[config.mk]
export PLATFORM = sky130hd
export DESIGN_NAME = sha512_block_sched
export DESIGN_NICKNAME = d
export VERILOG_FILES = /design/src/rtl/sha512_block_sched_pkg.sv /design/src/rtl/sha512_wr_delay.sv /design/src/rtl/sha512_block_sched.sv
export SDC_FILE = /design/constraint.sdc
export NUM_CORES = 1
export LEC_CHECK = 0
export CORE_UTILIZATION = 45
export DETAILED_ROUTE_END_ITERATION = 6
export HOLD_SLACK_MARGIN = 0.02
export PLACE_DENSITY = 0.66
export REMOVE_ABC_BUFFERS = 1
export SYNTH_ARGS = -nofsm -noshare
export SYNTH_HDL_FRONTEND = slang
export SYNTH_HIERARCHICAL = 1
export SYNTH_SLANG_ARGS = --single-unit
[constraint.sdc]
create_clock -name CLK -period 4.85 [get_ports CLK]
set_clock_uncertainty 0.15 [all_clocks]
set_input_delay 0.97 -clock CLK [delete_from_list [all_inputs] [get_ports CLK]]
set_output_delay 0.97 -clock CLK [all_outputs]
set_load 0.02 [all_outputs]
[src/rtl/sha512_block_sched_pkg.sv]
// Shared SHA-512 block scheduler definitions: op codes, round counts and address layout.
package sha512_block_sched_pkg;

    localparam int unsigned ADDR_W     = 8;
    localparam int unsigned CNT_W      = 7;
    localparam int unsigned ROUNDS     = 80;
    localparam int unsigned MSG_WORDS  = 16;
    localparam int unsigned SAVE_WORDS = 8;
    localparam int unsigned IV_BASE    = 24;
    localparam int unsigned SLOT_BASE  = 32;
    localparam int unsigned CTX_BIT    = 7;
    localparam int unsigned SEQ_BIT    = 6;
    localparam int unsigned SLOT_SHIFT = 3;

    typedef enum logic [1:0] {
        OP_BLOCK = 2'd0,
        OP_SAVE  = 2'd1,
        OP_LOAD  = 2'd2,
        OP_RSVD  = 2'd3
    } op_e;

    typedef enum logic [2:0] {
        ST_IDLE  = 3'd0,
        ST_BLK   = 3'd1,
        ST_SAVE  = 3'd2,
        ST_LOAD  = 3'd3,
        ST_DRAIN = 3'd4
    } state_e;

    // Command fields captured at acceptance.
    typedef struct packed {
        op_e        op;
        logic       ctx;
        logic       seq;
        logic [1:0] slot;
        logic       ext;
        logic       iv;
    } cmd_t;

    // One entry of the delayed write path.
    typedef struct packed {
        logic              en;
        logic [ADDR_W-1:0] addr;
    } wr_req_t;

    // Context base address: ctx selects the upper 128-word half.
    function automatic logic [ADDR_W-1:0] ctx_base(input logic ctx);
        return ADDR_W'(ctx) << CTX_BIT;
    endfunction

    // Message-word address inside the context's 16-word block region.
    function automatic logic [ADDR_W-1:0] blk_addr(input logic ctx, input logic [3:0] off);
        return ctx_base(ctx) | ADDR_W'(off);
    endfunction

    // First address of a save slot.
    function automatic logic [ADDR_W-1:0] slot_addr(input logic ctx, input logic seq,
                                                    input logic [1:0] slot);
        return ctx_base(ctx) | (ADDR_W'(seq) << SEQ_BIT)
             | (ADDR_W'(SLOT_BASE) + (ADDR_W'(slot) << SLOT_SHIFT));
    endfunction

endpackage

[src/rtl/sha512_wr_delay.sv]
// Fixed-latency shift register carrying {en, addr} for schedule write-back.
module sha512_wr_delay
    import sha512_block_sched_pkg::*;
#(
    parameter int unsigned DEPTH = 6
) (
    input  logic    CLK,
    input  logic    rst,
    input  wr_req_t req_i,
    output wr_req_t req_o
);

    wr_req_t [DEPTH-1:0] pipe_q;
    wr_req_t [DEPTH-1:0] pipe_d;

    // Shift one stage per cycle.
    always_comb begin
        pipe_d    = pipe_q;
        pipe_d[0] = req_i;
        for (int unsigned i = 1; i < DEPTH; i++) begin
            pipe_d[i] = pipe_q[i-1];
        end
    end

    // Pipeline register; reset discards pending writes.
    always_ff @(posedge CLK) begin
        if (rst) begin
            pipe_q <= '0;
        end else begin
            pipe_q <= pipe_d;
        end
    end

    assign req_o = pipe_q[DEPTH-1];

endmodule

[src/rtl/sha512_block_sched.sv]
// SHA-512 message schedule / context save-load sequencer driving the W memory datapath.
module sha512_block_sched
    import sha512_block_sched_pkg::*;
#(
    parameter int unsigned WR_DELAY = 6,
    parameter int unsigned LOAD_LAT = 2
) (
    input  logic              CLK,
    input  logic              rst,
    input  logic              cmd_valid,
    output logic              cmd_ready,
    input  logic [1:0]        cmd_op,
    input  logic              cmd_ctx,
    input  logic              cmd_seq,
    input  logic [1:0]        cmd_slot,
    input  logic              cmd_ext,
    input  logic              cmd_iv,
    output logic              external_input_en,
    output logic              ctx_save_en,
    output logic              mem_wr_en,
    output logic [ADDR_W-1:0] wr_addr,
    output logic [ADDR_W-1:0] rd_addr0,
    output logic [ADDR_W-1:0] rd_addr1,
    output logic              W16_R1_rst,
    output logic              R0_rst,
    output logic              Wt_rst,
    output logic              load_valid,
    output logic              done
);

    localparam logic [CNT_W-1:0] BLK_LAST   = CNT_W'(ROUNDS - 1);
    localparam logic [CNT_W-1:0] MSG_END    = CNT_W'(MSG_WORDS);
    localparam logic [CNT_W-1:0] SAVE_END   = CNT_W'(SAVE_WORDS);
    localparam logic [CNT_W-1:0] SAVE_LAST  = CNT_W'(SAVE_WORDS + 1);
    localparam logic [CNT_W-1:0] LOAD_BEG   = CNT_W'(LOAD_LAT);
    localparam logic [CNT_W-1:0] LOAD_LAST  = CNT_W'(SAVE_WORDS - 1 + LOAD_LAT);
    localparam logic [CNT_W-1:0] DRAIN_LAST = CNT_W'(WR_DELAY);
    localparam logic [CNT_W-1:0] OFF_W7     = CNT_W'(7);
    localparam logic [CNT_W-1:0] OFF_W15    = CNT_W'(15);

    state_e            state_q, state_d;
    logic [CNT_W-1:0]  cnt_q, cnt_d;
    cmd_t              cmd_q, cmd_d;

    logic              cmd_ready_q, cmd_ready_d;
    logic              ext_q, ext_d;
    logic              save_q, save_d;
    logic              wr_en_q, wr_en_d;
    logic [ADDR_W-1:0] wr_addr_q, wr_addr_d;
    logic [ADDR_W-1:0] rd0_q, rd0_d;
    logic [ADDR_W-1:0] rd1_q, rd1_d;
    logic              w16_q, w16_d;
    logic              r0_q, r0_d;
    logic              wt_q, wt_d;
    logic              lv_q, lv_d;
    logic              done_q, done_d;

    wr_req_t           blk_req;
    wr_req_t           dly_req;

    sha512_wr_delay #(
        .DEPTH (WR_DELAY)
    ) u_wr_delay (
        .CLK   (CLK),
        .rst   (rst),
        .req_i (blk_req),
        .req_o (dly_req)
    );

    // Next state, then outputs decoded from the next state so every port is a flop.
    always_comb begin
        state_d     = state_q;
        cnt_d       = cnt_q;
        cmd_d       = cmd_q;
        cmd_ready_d = 1'b0;
        ext_d       = 1'b0;
        save_d      = 1'b0;
        wr_en_d     = dly_req.en;
        wr_addr_d   = dly_req.addr;
        rd0_d       = '0;
        rd1_d       = '0;
        w16_d       = 1'b1;
        r0_d        = 1'b1;
        wt_d        = 1'b1;
        lv_d        = 1'b0;
        done_d      = 1'b0;
        blk_req     = '0;

        unique case (state_q)
            ST_IDLE: begin
                if (cmd_valid) begin
                    cmd_d = '{op: op_e'(cmd_op), ctx: cmd_ctx, seq: cmd_seq,
                              slot: cmd_slot, ext: cmd_ext, iv: cmd_iv};
                    cnt_d = '0;
                    unique case (op_e'(cmd_op))
                        OP_BLOCK: state_d = ST_BLK;
                        OP_SAVE:  state_d = ST_SAVE;
                        OP_LOAD:  state_d = ST_LOAD;
                        default:  state_d = ST_DRAIN;
                    endcase
                end
            end
            ST_BLK: begin
                if (cnt_q == BLK_LAST) begin
                    state_d = ST_DRAIN;
                    cnt_d   = '0;
                end else begin
                    cnt_d = cnt_q + 1'b1;
                end
            end
            ST_SAVE: begin
                if (cnt_q == SAVE_LAST) begin
                    state_d = ST_IDLE;
                    cnt_d   = '0;
                end else begin
                    cnt_d = cnt_q + 1'b1;
                end
            end
            ST_LOAD: begin
                if (cnt_q == LOAD_LAST) begin
                    state_d = ST_IDLE;
                    cnt_d   = '0;
                end else begin
                    cnt_d = cnt_q + 1'b1;
                end
            end
            ST_DRAIN: begin
                if (cnt_q == ((cmd_q.op == OP_BLOCK) ? DRAIN_LAST : '0)) begin
                    state_d = ST_IDLE;
                    cnt_d   = '0;
                end else begin
                    cnt_d = cnt_q + 1'b1;
                end
            end
            default: begin
                state_d = ST_IDLE;
                cnt_d   = '0;
            end
        endcase

        unique case (state_d)
            ST_IDLE: begin
                cmd_ready_d = 1'b1;
            end
            ST_BLK: begin
                wt_d         = 1'b0;
                blk_req.en   = 1'b1;
                blk_req.addr = blk_addr(cmd_d.ctx, 4'(cnt_d));
                if (cnt_d < MSG_END) begin
                    rd0_d = blk_addr(cmd_d.ctx, 4'(cnt_d));
                    ext_d = cmd_d.ext;
                end else begin
                    rd0_d = blk_addr(cmd_d.ctx, 4'(cnt_d - OFF_W7));
                    rd1_d = blk_addr(cmd_d.ctx, 4'(cnt_d - OFF_W15));
                    r0_d  = 1'b0;
                    w16_d = 1'b0;
                end
            end
            ST_SAVE: begin
                save_d = (cnt_d < SAVE_END);
                if ((cnt_d != '0) && (cnt_d <= SAVE_END)) begin
                    wr_en_d   = 1'b1;
                    wr_addr_d = slot_addr(cmd_d.ctx, cmd_d.seq, cmd_d.slot)
                              + ADDR_W'(cnt_d - 1'b1);
                end
                done_d = (cnt_d == SAVE_LAST);
            end
            ST_LOAD: begin
                if (cnt_d < SAVE_END) begin
                    rd1_d = (cmd_d.iv ? ADDR_W'(IV_BASE)
                                      : slot_addr(cmd_d.ctx, cmd_d.seq, cmd_d.slot))
                          + ADDR_W'(cnt_d);
                end
                lv_d   = (cnt_d >= LOAD_BEG) && (cnt_d <= LOAD_LAST);
                done_d = (cnt_d == LOAD_LAST);
            end
            ST_DRAIN: begin
                wt_d   = (cmd_d.op != OP_BLOCK);
                done_d = (cnt_d == ((cmd_d.op == OP_BLOCK) ? DRAIN_LAST : '0));
            end
            default: begin
                cmd_ready_d = 1'b0;
            end
        endcase
    end

    // Sequencer state register.
    always_ff @(posedge CLK) begin
        if (rst) begin
            state_q <= ST_IDLE;
            cnt_q   <= '0;
            cmd_q   <= '0;
        end else begin
            state_q <= state_d;
            cnt_q   <= cnt_d;
            cmd_q   <= cmd_d;
        end
    end

    // Output register.
    always_ff @(posedge CLK) begin
        if (rst) begin
            cmd_ready_q <= 1'b1;
            ext_q       <= 1'b0;
            save_q      <= 1'b0;
            wr_en_q     <= 1'b0;
            wr_addr_q   <= '0;
            rd0_q       <= '0;
            rd1_q       <= '0;
            w16_q       <= 1'b1;
            r0_q        <= 1'b1;
            wt_q        <= 1'b1;
            lv_q        <= 1'b0;
            done_q      <= 1'b0;
        end else begin
            cmd_ready_q <= cmd_ready_d;
            ext_q       <= ext_d;
            save_q      <= save_d;
            wr_en_q     <= wr_en_d;
            wr_addr_q   <= wr_addr_d;
            rd0_q       <= rd0_d;
            rd1_q       <= rd1_d;
            w16_q       <= w16_d;
            r0_q        <= r0_d;
            wt_q        <= wt_d;
            lv_q        <= lv_d;
            done_q      <= done_d;
        end
    end

    assign cmd_ready         = cmd_ready_q;
    assign external_input_en = ext_q;
    assign ctx_save_en       = save_q;
    assign mem_wr_en         = wr_en_q;
    assign wr_addr           = wr_addr_q;
    assign rd_addr0          = rd0_q;
    assign rd_addr1          = rd1_q;
    assign W16_R1_rst        = w16_q;
    assign R0_rst            = r0_q;
    assign Wt_rst            = wt_q;
    assign load_valid        = lv_q;
    assign done              = done_q;

endmodule
==> reports/results.tsv, run 1 <==
metric	value	unit
post-placement cell count	564	
PnR Total Power	1.73	mW
number of cells upsized or downsized after cts	0	
final wirelength	8.30	mm
predominant post-synthesis flop cell	dfxtp_1	
netlist area before placement	4190	um2
cell chain of the critical path	ha_1 > and3_1 > a31o_2 > and2_4 > and2_4 > o21a_1 > inv_2 > ha_1 > fa_1 > a21o_1 > a21oi_1 > xnor2_1 > or4_1 > a21oi_1	
count of port buffers added during placement	40	
via count of the first global-routing pass	2879	
leading cell type in the layout, fill and taps excluded	dfxtp_1	
routability congestion estimate	0.905	
TritonCTS clock tree	built	
clock period minus final worst setup slack	4.20	ns
# Max-Cap Violations	0	
number of DRC violations after detailed-routing iteration 0	130	
normalized max-slew margin	46.8	%
Antenna Diode Count	0	
result of the run	complete, but fails checks	
maximum level of the CTS H-tree	3	
actual transition at the worst max-transition pin	0.792	ns
Die Y	98.5	um
final cell count without fillers	580	
Register-to-Register Setup Slack	0.65	ns
Congestion Overflow GR	0	
number of warnings printed during yosys synthesis	6	
vias	2948	
die width	98.5	um
peak per-stage delay on the critical path	0.53	ns
Initial Util	47.4	%
maximum number of pins on one net before global-route repair	75	
post-detailed-route DRC marker count	5	
Pwr per Cell Area	355	nW/um2
endpoints failing hold	0	
Setup TNS Final	0	ns
Site Rows	34	
commonest cells after routing, fill and taps aside	dfxtp_1, nor2b_1, clkdlybuf4s50_1, nor2_1, nand2_1	
Layout Cell Area excl Fill	4860	um2
worst min-delay path category	reg2reg	
Post-synth EDFFs	0	
count of final setup violators	0	
fin. max-slew vios	0	
static power due to leakage	1.96	nW
count of TritonRoute iterations in the first routing pass	7	
total number of nets in the final design	500	
antenna violation net count after detailed routing	0	
data required time at the worst endpoint	5.00	ns
unrepaired setup endpoints after global routing	no	
drt wl/cell	14.3	um
clock tree root driver cell	clkbuf_8	
peak clock frequency supported by timing	0.238	GHz
half-perimeter wire length after detailed placement	5.91	mm
cell class contributing the biggest share of worst-path delay	compound AO/OA/AOI/OAI gates	
start-to-end type of the worst setup path	reg2reg	
Slowest-stage cell, CP	dfxtp_1	
crit path setup slack, layout	0.648	ns
core area	8850	um2
fraction of layout cells with a size suffix above 1	9.32	%
global-route wire length before repair	13.8	mm
clock net sink count	101	
aggregate global-route resource usage	18.3	%
async set-reset flop share out of synthesis	0	%
clock edge transition at the registers on the reported setup and hold paths	0.10	ns
number of buffers on the longest clock path	2	
number of filler instances in the final layout	824	
period utilization	86.6	%
type of element launching the critical path	register	
number of distinct standard cells referenced by the synthesized netlist	63	
IR Drop Worst-Case VDD	132	uV
synthesis-to-finish area growth	16.1	%
standard cell area after detailed placement	4660	um2
Ports	44	
number of buffers created by CTS	9	
worst hold-check slack	0.290	ns
initial antenna violation count	0	
Worst Path Max Fanout	9	
number of storage elements in the synthesis netlist	101	
arrival time at the worst endpoint	4.35	ns
CP Buf/Inv Count	1	
mean cell area of the mapped netlist	9.84	um2
Post-Place Setup Slack	0.530	ns
sequential element share of the synthesized area	48.2	%
violations in the final reports	design-rule violations	
cells after synthesis	426	
endpoint class of the critical path	register	
final core utilization	55.0	%
# hold bufs at CTS	0	
Post-CTS Setup Bufs	0	
vias per std cell	5.08	
area of the die	9700	um2
clock latency of the later-clocked register in the worst-skew pair	0.36	ns
[where the power goes]
part	internal [mW]	leakage [nW]	total (mW)	switching, mW
clock network	0.248	0.100	0.552	0.304
logic	0.125	1.04	0.306	0.181
registers	0.855	0.819	0.868	0.0133
[cell type report]
| class | count | area (um2) | share of cell area (%) |
|---|---|---|---|
| Clock buffer | 10 | 128 | 2.62 |
| Tap cell | 108 | 135 | 2.78 |
| Multi-Input combinational cell | 291 | 1990 | 40.9 |
| Sequential cell | 101 | 2020 | 41.6 |
| Inverter | 17 | 63.8 | 1.31 |
| Clock inverter | 6 | 80.1 | 1.65 |
| Timing Repair Buffer | 47 | 448 | 9.21 |
[cell usage after synthesis (2+ instances only)]
master,count,area (um2)
inv_2,2,7.51
clkbuf_1,6,22.5
nand3_1,8,40.0
and2_4,2,17.5
fa_1,2,40.0
o22ai_1,4,25.0
dfxtp_1,101,2020
a211oi_1,3,22.5
o21ai_1,3,15.0
and2b_2,2,17.5
or4_1,3,22.5
xnor2_1,11,96.3
nand2_1,27,101
buf_2,7,35.0
a31oi_1,4,25.0
nand4_1,3,18.8
xor2_1,3,26.3
buf_4,5,37.5
o21bai_1,2,15.0
a21oi_1,17,85.1
nor4_1,4,25.0
o2bb2ai_1,2,17.5
inv_1,15,56.3
ha_1,20,250
nand2b_1,5,31.3
buf_6,3,33.8
xnor2_2,2,32.5
nor3_1,7,35.0
a21o_1,3,22.5
nor2_1,36,135
and2_1,2,12.5
o31ai_1,2,15.0
mux2i_1,8,80.1
nor2b_1,59,369
o21ai_0,11,55.1
o21a_1,4,30.0
or3_1,2,12.5
[routing by layer]
layer  vias to the layer above  GRT usage [%]  wire [um]
met3                         8           3.90        272
met4                         0           6.43        104
li1                       1504              -          -
met1                      1375           24.4       4160
met2                        61           29.3       3760
met5                         -              0          0
[path summary, 6_finish.rpt]
| check | start | endpoint | depth (start not counted) |
|---|---|---|---|
| setup reg to reg | cnt_q[0] | rd_addr1[7] | 14 |
| hold / removal | u_wr_delay/pipe_d[36] | u_wr_delay/pipe_d[45] | 1 |
| hold reg to reg | u_wr_delay/pipe_d[36] | u_wr_delay/pipe_d[45] | 1 |
| setup / recovery | cnt_q[0] | rd_addr1[7] | 14 |
[flip-flops by register name, summed over array words and instances (netlist names)]
register           count
R0_rst                 1
external_input_en      1
state_q                3
ctx_save_en            1
u_wr_delay/pipe_d     45
wr_addr                8
cmd_ready              1
rd_addr0               5
cnt_q                  7
Wt_rst                 1
cmd_q                  8
mem_wr_en              1
rd_addr1               8
load_valid             1
u_wr_delay/req_o       9
done                   1
[cell families after synthesis]
logic type	synth area share, %
simple gates	22.3
buf+inv	4.93
mux	1.91
compound gates	11.9
flops	48.2
xor+xnor	3.70
other cells	0.0895
fa+ha+maj	6.93
No activity file was read; power rests on OpenSTA's default activity.
==> run 2, diff against run 1 <==
==> constraint.sdc (replaced) <==
create_clock -name CLK -period 4.85 [get_ports CLK]
set_clock_uncertainty 0.15 [all_clocks]
set_input_delay 0.485 -clock CLK [delete_from_list [all_inputs] [get_ports CLK]]
set_output_delay 0.485 -clock CLK [all_outputs]
set_load 0.02 [all_outputs]
==> reports/results.tsv, run 2 (synthesized netlist as in run 1, its figures left out) <==
metric	value	unit	change
routability congestion estimate	0.896		-1.0%
Antenna Diode Count	0		unchanged
final wirelength	8.37	mm	+0.88%
final core utilization	54.9	%	-0.085 points
data required time at the worst endpoint	5.00	ns	about the same
period utilization	87.5	%	+0.84 points
IR Drop Worst-Case VDD	174	uV	+32%
Ports	44		unchanged
clock latency of the later-clocked register in the worst-skew pair	0.35	ns	about the same
via count of the first global-routing pass	2959		+2.8%
peak clock frequency supported by timing	0.236	GHz	-0.96%
# hold bufs at CTS	0		unchanged
count of port buffers added during placement	40		unchanged
Congestion Overflow GR	0		unchanged
count of final setup violators	0		unchanged
endpoint class of the critical path	register		
clock net sink count	101		unchanged
core area	8850	um2	unchanged
start-to-end type of the worst setup path	reg2reg		
unrepaired setup endpoints after global routing	no		
clock tree root driver cell	clkbuf_8		
post-detailed-route DRC marker count	6		+1
result of the run	complete, but fails checks		
Setup TNS Final	0	ns	unchanged
clock period minus final worst setup slack	4.24	ns	+0.0409 ns
Post-CTS Setup Bufs	0		unchanged
Worst Path Max Fanout	13		+4
arrival time at the worst endpoint	4.39	ns	+0.04 ns
half-perimeter wire length after detailed placement	6.04	mm	+2.2%
area of the die	9700	um2	unchanged
drt wl/cell	14.5	um	+1.1%
number of buffers on the longest clock path	2		unchanged
actual transition at the worst max-transition pin	0.713	ns	-0.0795 ns
Pwr per Cell Area	356	nW/um2	+0.23%
number of filler instances in the final layout	816		-0.97%
TritonCTS clock tree	built		
count of TritonRoute iterations in the first routing pass	7		unchanged
initial antenna violation count	0		unchanged
endpoints failing hold	0		unchanged
aggregate global-route resource usage	18.4	%	+0.12 points
sequential cell area in the final layout	2020	um2	unchanged
normalized max-slew margin	52.5	%	+5.7 points
Site Rows	34		unchanged
maximum level of the CTS H-tree	3		unchanged
antenna violation net count after detailed routing	0		unchanged
number of buffers created by CTS	9		unchanged
vias	3014		+2.2%
clock edge transition at the registers on the reported setup and hold paths	0.10	ns	about the same
fin. max-slew vios	0		unchanged
commonest cells after routing, fill and taps aside	dfxtp_1, nor2b_1, clkdlybuf4s50_1, nor2_1, nand2_1		
static power due to leakage	1.96	nW	-0.28%
number of cells upsized or downsized after cts	0		unchanged
synthesis-to-finish area growth	15.9	%	
global-route wire length before repair	14.0	mm	+1.1%
total number of nets in the final design	499		-0.20%
die width	98.5	um	unchanged
Initial Util	47.4	%	unchanged
violations in the final reports	design-rule violations		
maximum number of pins on one net before global-route repair	49		-35%
number of DRC violations after detailed-routing iteration 0	122		-6.2%
fraction of layout cells with a size suffix above 1	9.13	%	-0.19 points
# Max-Cap Violations	0		unchanged
worst min-delay path category	reg2reg		
Die Y	98.5	um	unchanged
multi-input logic area	1990	um2	unchanged
flip-flop count of the largest register after layout	45		unchanged
leading cell type in the layout, fill and taps excluded	dfxtp_1		
vias per std cell	5.21		+2.4%
type of element launching the critical path	register		
==> run 2: cell count changes in the layout (fill, tap and decap cells not counted), sizes merged <==
cell  delta
buf      -1
==> run 2: metal layers <==
layer  up-vias  GRT usage, %  share of wire [%]
met4         0          7.58                2.4
met3        15          4.68                4.2
met5         -             0                  0
met1      1426          24.0                 48
li1       1500             -                  -
met2        73          29.1                 46
==> run 2: power breakdown <==
part,switching [mW],internal (mW),total (mW)
clock network,0.302,0.248,0.550
logic,0.184,0.125,0.309
registers,0.0141,0.855,0.869
==> run 2: path summary, 6_finish.rpt <==
path | slack [ns] | start | end | cells after the start
max | 0.61 | cnt_q[2] | rd_addr1[7] | 13
max reg2reg | 0.61 | cnt_q[2] | rd_addr1[7] | 13
min reg2reg | 0.29 | u_wr_delay/pipe_d[20] | u_wr_delay/pipe_d[29] | 1
min | 0.29 | u_wr_delay/pipe_d[20] | u_wr_delay/pipe_d[29] | 1
==> run 2: critical path, stage by stage (launching register included) <==
cell     delay (ns)
dfxtp_1        0.63
nand2_1        0.10
o32a_1         0.33
o41ai_4        0.46
and2_4         0.28
o21a_1         0.40
inv_2          0.15
ha_1           0.26
fa_1           0.41
a21o_1         0.17
a21oi_1        0.18
xnor2_1        0.09
or4_1          0.41
a21oi_1        0.15
==> run 2: through the flow <==
stage	setup slack [ns]	cell area [um2]	std cells	total power, mW	hold slack (ns)
6_report	0.607	4860	579	1.73	0.291
2_1_floorplan	0.553	4070	409	1.09	0.263
5_1_grt	0.335	4860	579	1.82	0.312
3_5_place_dp	0.701	4650	563	1.19	0.270
4_1_cts	0.631	4860	579	1.74	0.295
3_3_place_gp	0.761	4650	563	1.19	0.267
==> run 2: final cells by class <==
class	count	share of cell area [%]
Timing Repair Buffer	46	9.07
Tap cell	108	2.78
Clock inverter	6	1.65
Sequential cell	101	41.6
Clock buffer	10	2.63
Inverter	17	1.31
Multi-Input combinational cell	291	40.9
==> run 3, diff against run 2 <==
- CTS_BUF_LIST: default -> sky130_fd_sc_hd__clkbuf_4 sky130_fd_sc_hd__clkbuf_8 sky130_fd_sc_hd__clkbuf_16
- PLACE_DENSITY: 0.66 -> default
- PLACE_DENSITY_LB_ADDON: default -> 0.08
- REMOVE_ABC_BUFFERS: 1 -> default
==> reports/results.tsv, run 3 (synthesized netlist as in run 1, its figures left out) <==
metric	value	unit	change
result of the run	complete, but fails checks		
violations in the final reports	design-rule violations		
count of TritonRoute iterations in the first routing pass	7		unchanged
maximum number of pins on one net before global-route repair	54		+10%
aggregate global-route resource usage	18.3	%	-0.028 points
number of filler instances in the final layout	818		+0.25%
clock net sink count	101		unchanged
type of element launching the critical path	register		
antenna violation net count after detailed routing	0		unchanged
static power due to leakage	1.95	nW	-0.39%
core area	8850	um2	unchanged
number of buffers created by CTS	9		unchanged
IR Drop Worst-Case VDD	148	uV	-15%
via count of the first global-routing pass	2800		-5.4%
Worst Path Max Fanout	13		unchanged
actual transition at the worst max-transition pin	0.898	ns	+0.185 ns
clock edge transition at the registers on the reported setup and hold paths	0.10	ns	about the same
vias	2938		-2.5%
cell chain of the critical path	nand2_1 > o32a_1 > o41ai_4 > and2_4 > o21a_1 > inv_2 > ha_1 > fa_1 > a21o_1 > a21oi_1 > xnor2_1 > or4_1 > a21oi_1		
endpoints failing hold	0		unchanged
Slowest-stage cell, CP	dfxtp_1		
number of buffers on the longest clock path	2		unchanged
PnR Total Power	1.65	mW	-4.3%
number of cells upsized or downsized after cts	0		unchanged
peak per-stage delay on the critical path	0.62	ns	about the same
fraction of layout cells with a size suffix above 1	9.34	%	+0.21 points
area of the die	9700	um2	unchanged
routability congestion estimate	0.929		+3.7%
start-to-end type of the worst setup path	reg2reg		
flip-flop count of the largest register after layout	45		unchanged
half-perimeter wire length after detailed placement	5.81	mm	-3.8%
fin. max-slew vios	0		unchanged
commonest cells after routing, fill and taps aside	dfxtp_1, nor2b_1, clkdlybuf4s50_1, nor2_1, nand2_1		
Site Rows	34		unchanged
peak clock frequency supported by timing	0.239	GHz	+1.2%
Layout Cell Area excl Fill	4830	um2	-0.52%
TritonCTS clock tree	built		
Setup TNS Final	0	ns	unchanged
synthesis-to-finish area growth	15.3	%	
count of final setup violators	0		unchanged
# hold bufs at CTS	0		unchanged
vias per std cell	5.07		-2.5%
data required time at the worst endpoint	5.00	ns	about the same
global-route wire length before repair	13.8	mm	-1.6%
# Max-Cap Violations	0		unchanged
clock period minus final worst setup slack	4.19	ns	-0.0523 ns
standard cell area after detailed placement	4660	um2	+0.16%
maximum level of the CTS H-tree	3		unchanged
clock latency of the later-clocked register in the worst-skew pair	0.36	ns	about the same
Initial Util	47.4	%	unchanged
Post-CTS Setup Bufs	0		unchanged
leading cell type in the layout, fill and taps excluded	dfxtp_1		
period utilization	86.4	%	-1.1 points
unrepaired setup endpoints after global routing	no		
endpoint class of the critical path	register		
number of DRC violations after detailed-routing iteration 0	112		-8.2%
worst min-delay path category	reg2reg		
initial antenna violation count	0		unchanged
Die Y	98.5	um	unchanged
post-detailed-route DRC marker count	6		unchanged
post-placement cell count	564		+0.18%
clock tree root driver cell	clkbuf_8		
final cell count without fillers	579		unchanged
total number of nets in the final design	500		+0.20%
crit-path most repeated cell	a21oi_1		
final core utilization	54.6	%	-0.28 points
count of port buffers added during placement	40		unchanged
Pwr per Cell Area	342	nW/um2	-3.8%
final wirelength	8.22	mm	-1.8%
die width	98.5	um	unchanged
arrival time at the worst endpoint	4.34	ns	-0.05 ns
Congestion Overflow GR	0		unchanged
drt wl/cell	14.2	um	-1.8%
normalized max-slew margin	40.1	%	-12 points
Antenna Diode Count	0		unchanged
Ports	44		unchanged
==> run 3: path summary, 6_finish.rpt <==
kind / from / end / slack, ns / cells after the start
worst min-delay path: u_wr_delay/pipe_d[11] / u_wr_delay/pipe_d[20] / 0.28 / 1
worst max register to register: cnt_q[2] / rd_addr1[7] / 0.66 / 13
worst min register to register: u_wr_delay/pipe_d[11] / u_wr_delay/pipe_d[20] / 0.28 / 1
worst max-delay path: cnt_q[2] / rd_addr1[7] / 0.66 / 13
==> run 3: power breakdown <==
group	internal, mW	switching (mW)	leakage, nW	total [mW]
combinational	0.126	0.182	1.04	0.308
clock	0.189	0.289	0.0882	0.477
sequential	0.854	0.0134	0.819	0.868
==> run 3: metal layers <==
metal  vias to the layer above  GRT usage, %  share of wire (%)
met3                        11          5.11                3.5
met2                        57          28.0                 45
met5                         -             0                  0
li1                       1502             -                  -
met1                      1368          24.6                 50
met4                         0          7.46                1.5
==> run 3: area by class of cell <==
type                            count  area [um2]  share of cell area [%]
Sequential cell                   101        2020                    41.8
Multi-Input combinational cell    291        1990                    41.1
Timing Repair Buffer               47         448                    9.27
Tap cell                          108         135                    2.80
Clock buffer                        9         124                    2.56
Inverter                           17        63.8                    1.32
Clock inverter                      6        51.3                    1.06
==> run 3: worst max-delay path, delay by kind of cell (launching register included) <==
family	cells	cell delay, ns
buffers and inverters	1	0.14
AO/OA/AOI/OAI	6	1.68
XOR/XNOR	1	0.08
flip-flops	1	0.62
AND/OR/NAND/NOR	3	0.81
adder cells (fa/ha/maj)	2	0.66
==> run 3: through the flow <==
step                      hold slack, ns  setup slack (ns)
after global placement             0.267             0.818
after detailed placement           0.270             0.725
after global routing               0.301             0.413
after floorplan                    0.263              1.20
after CTS                          0.288             0.672
final                              0.284             0.659
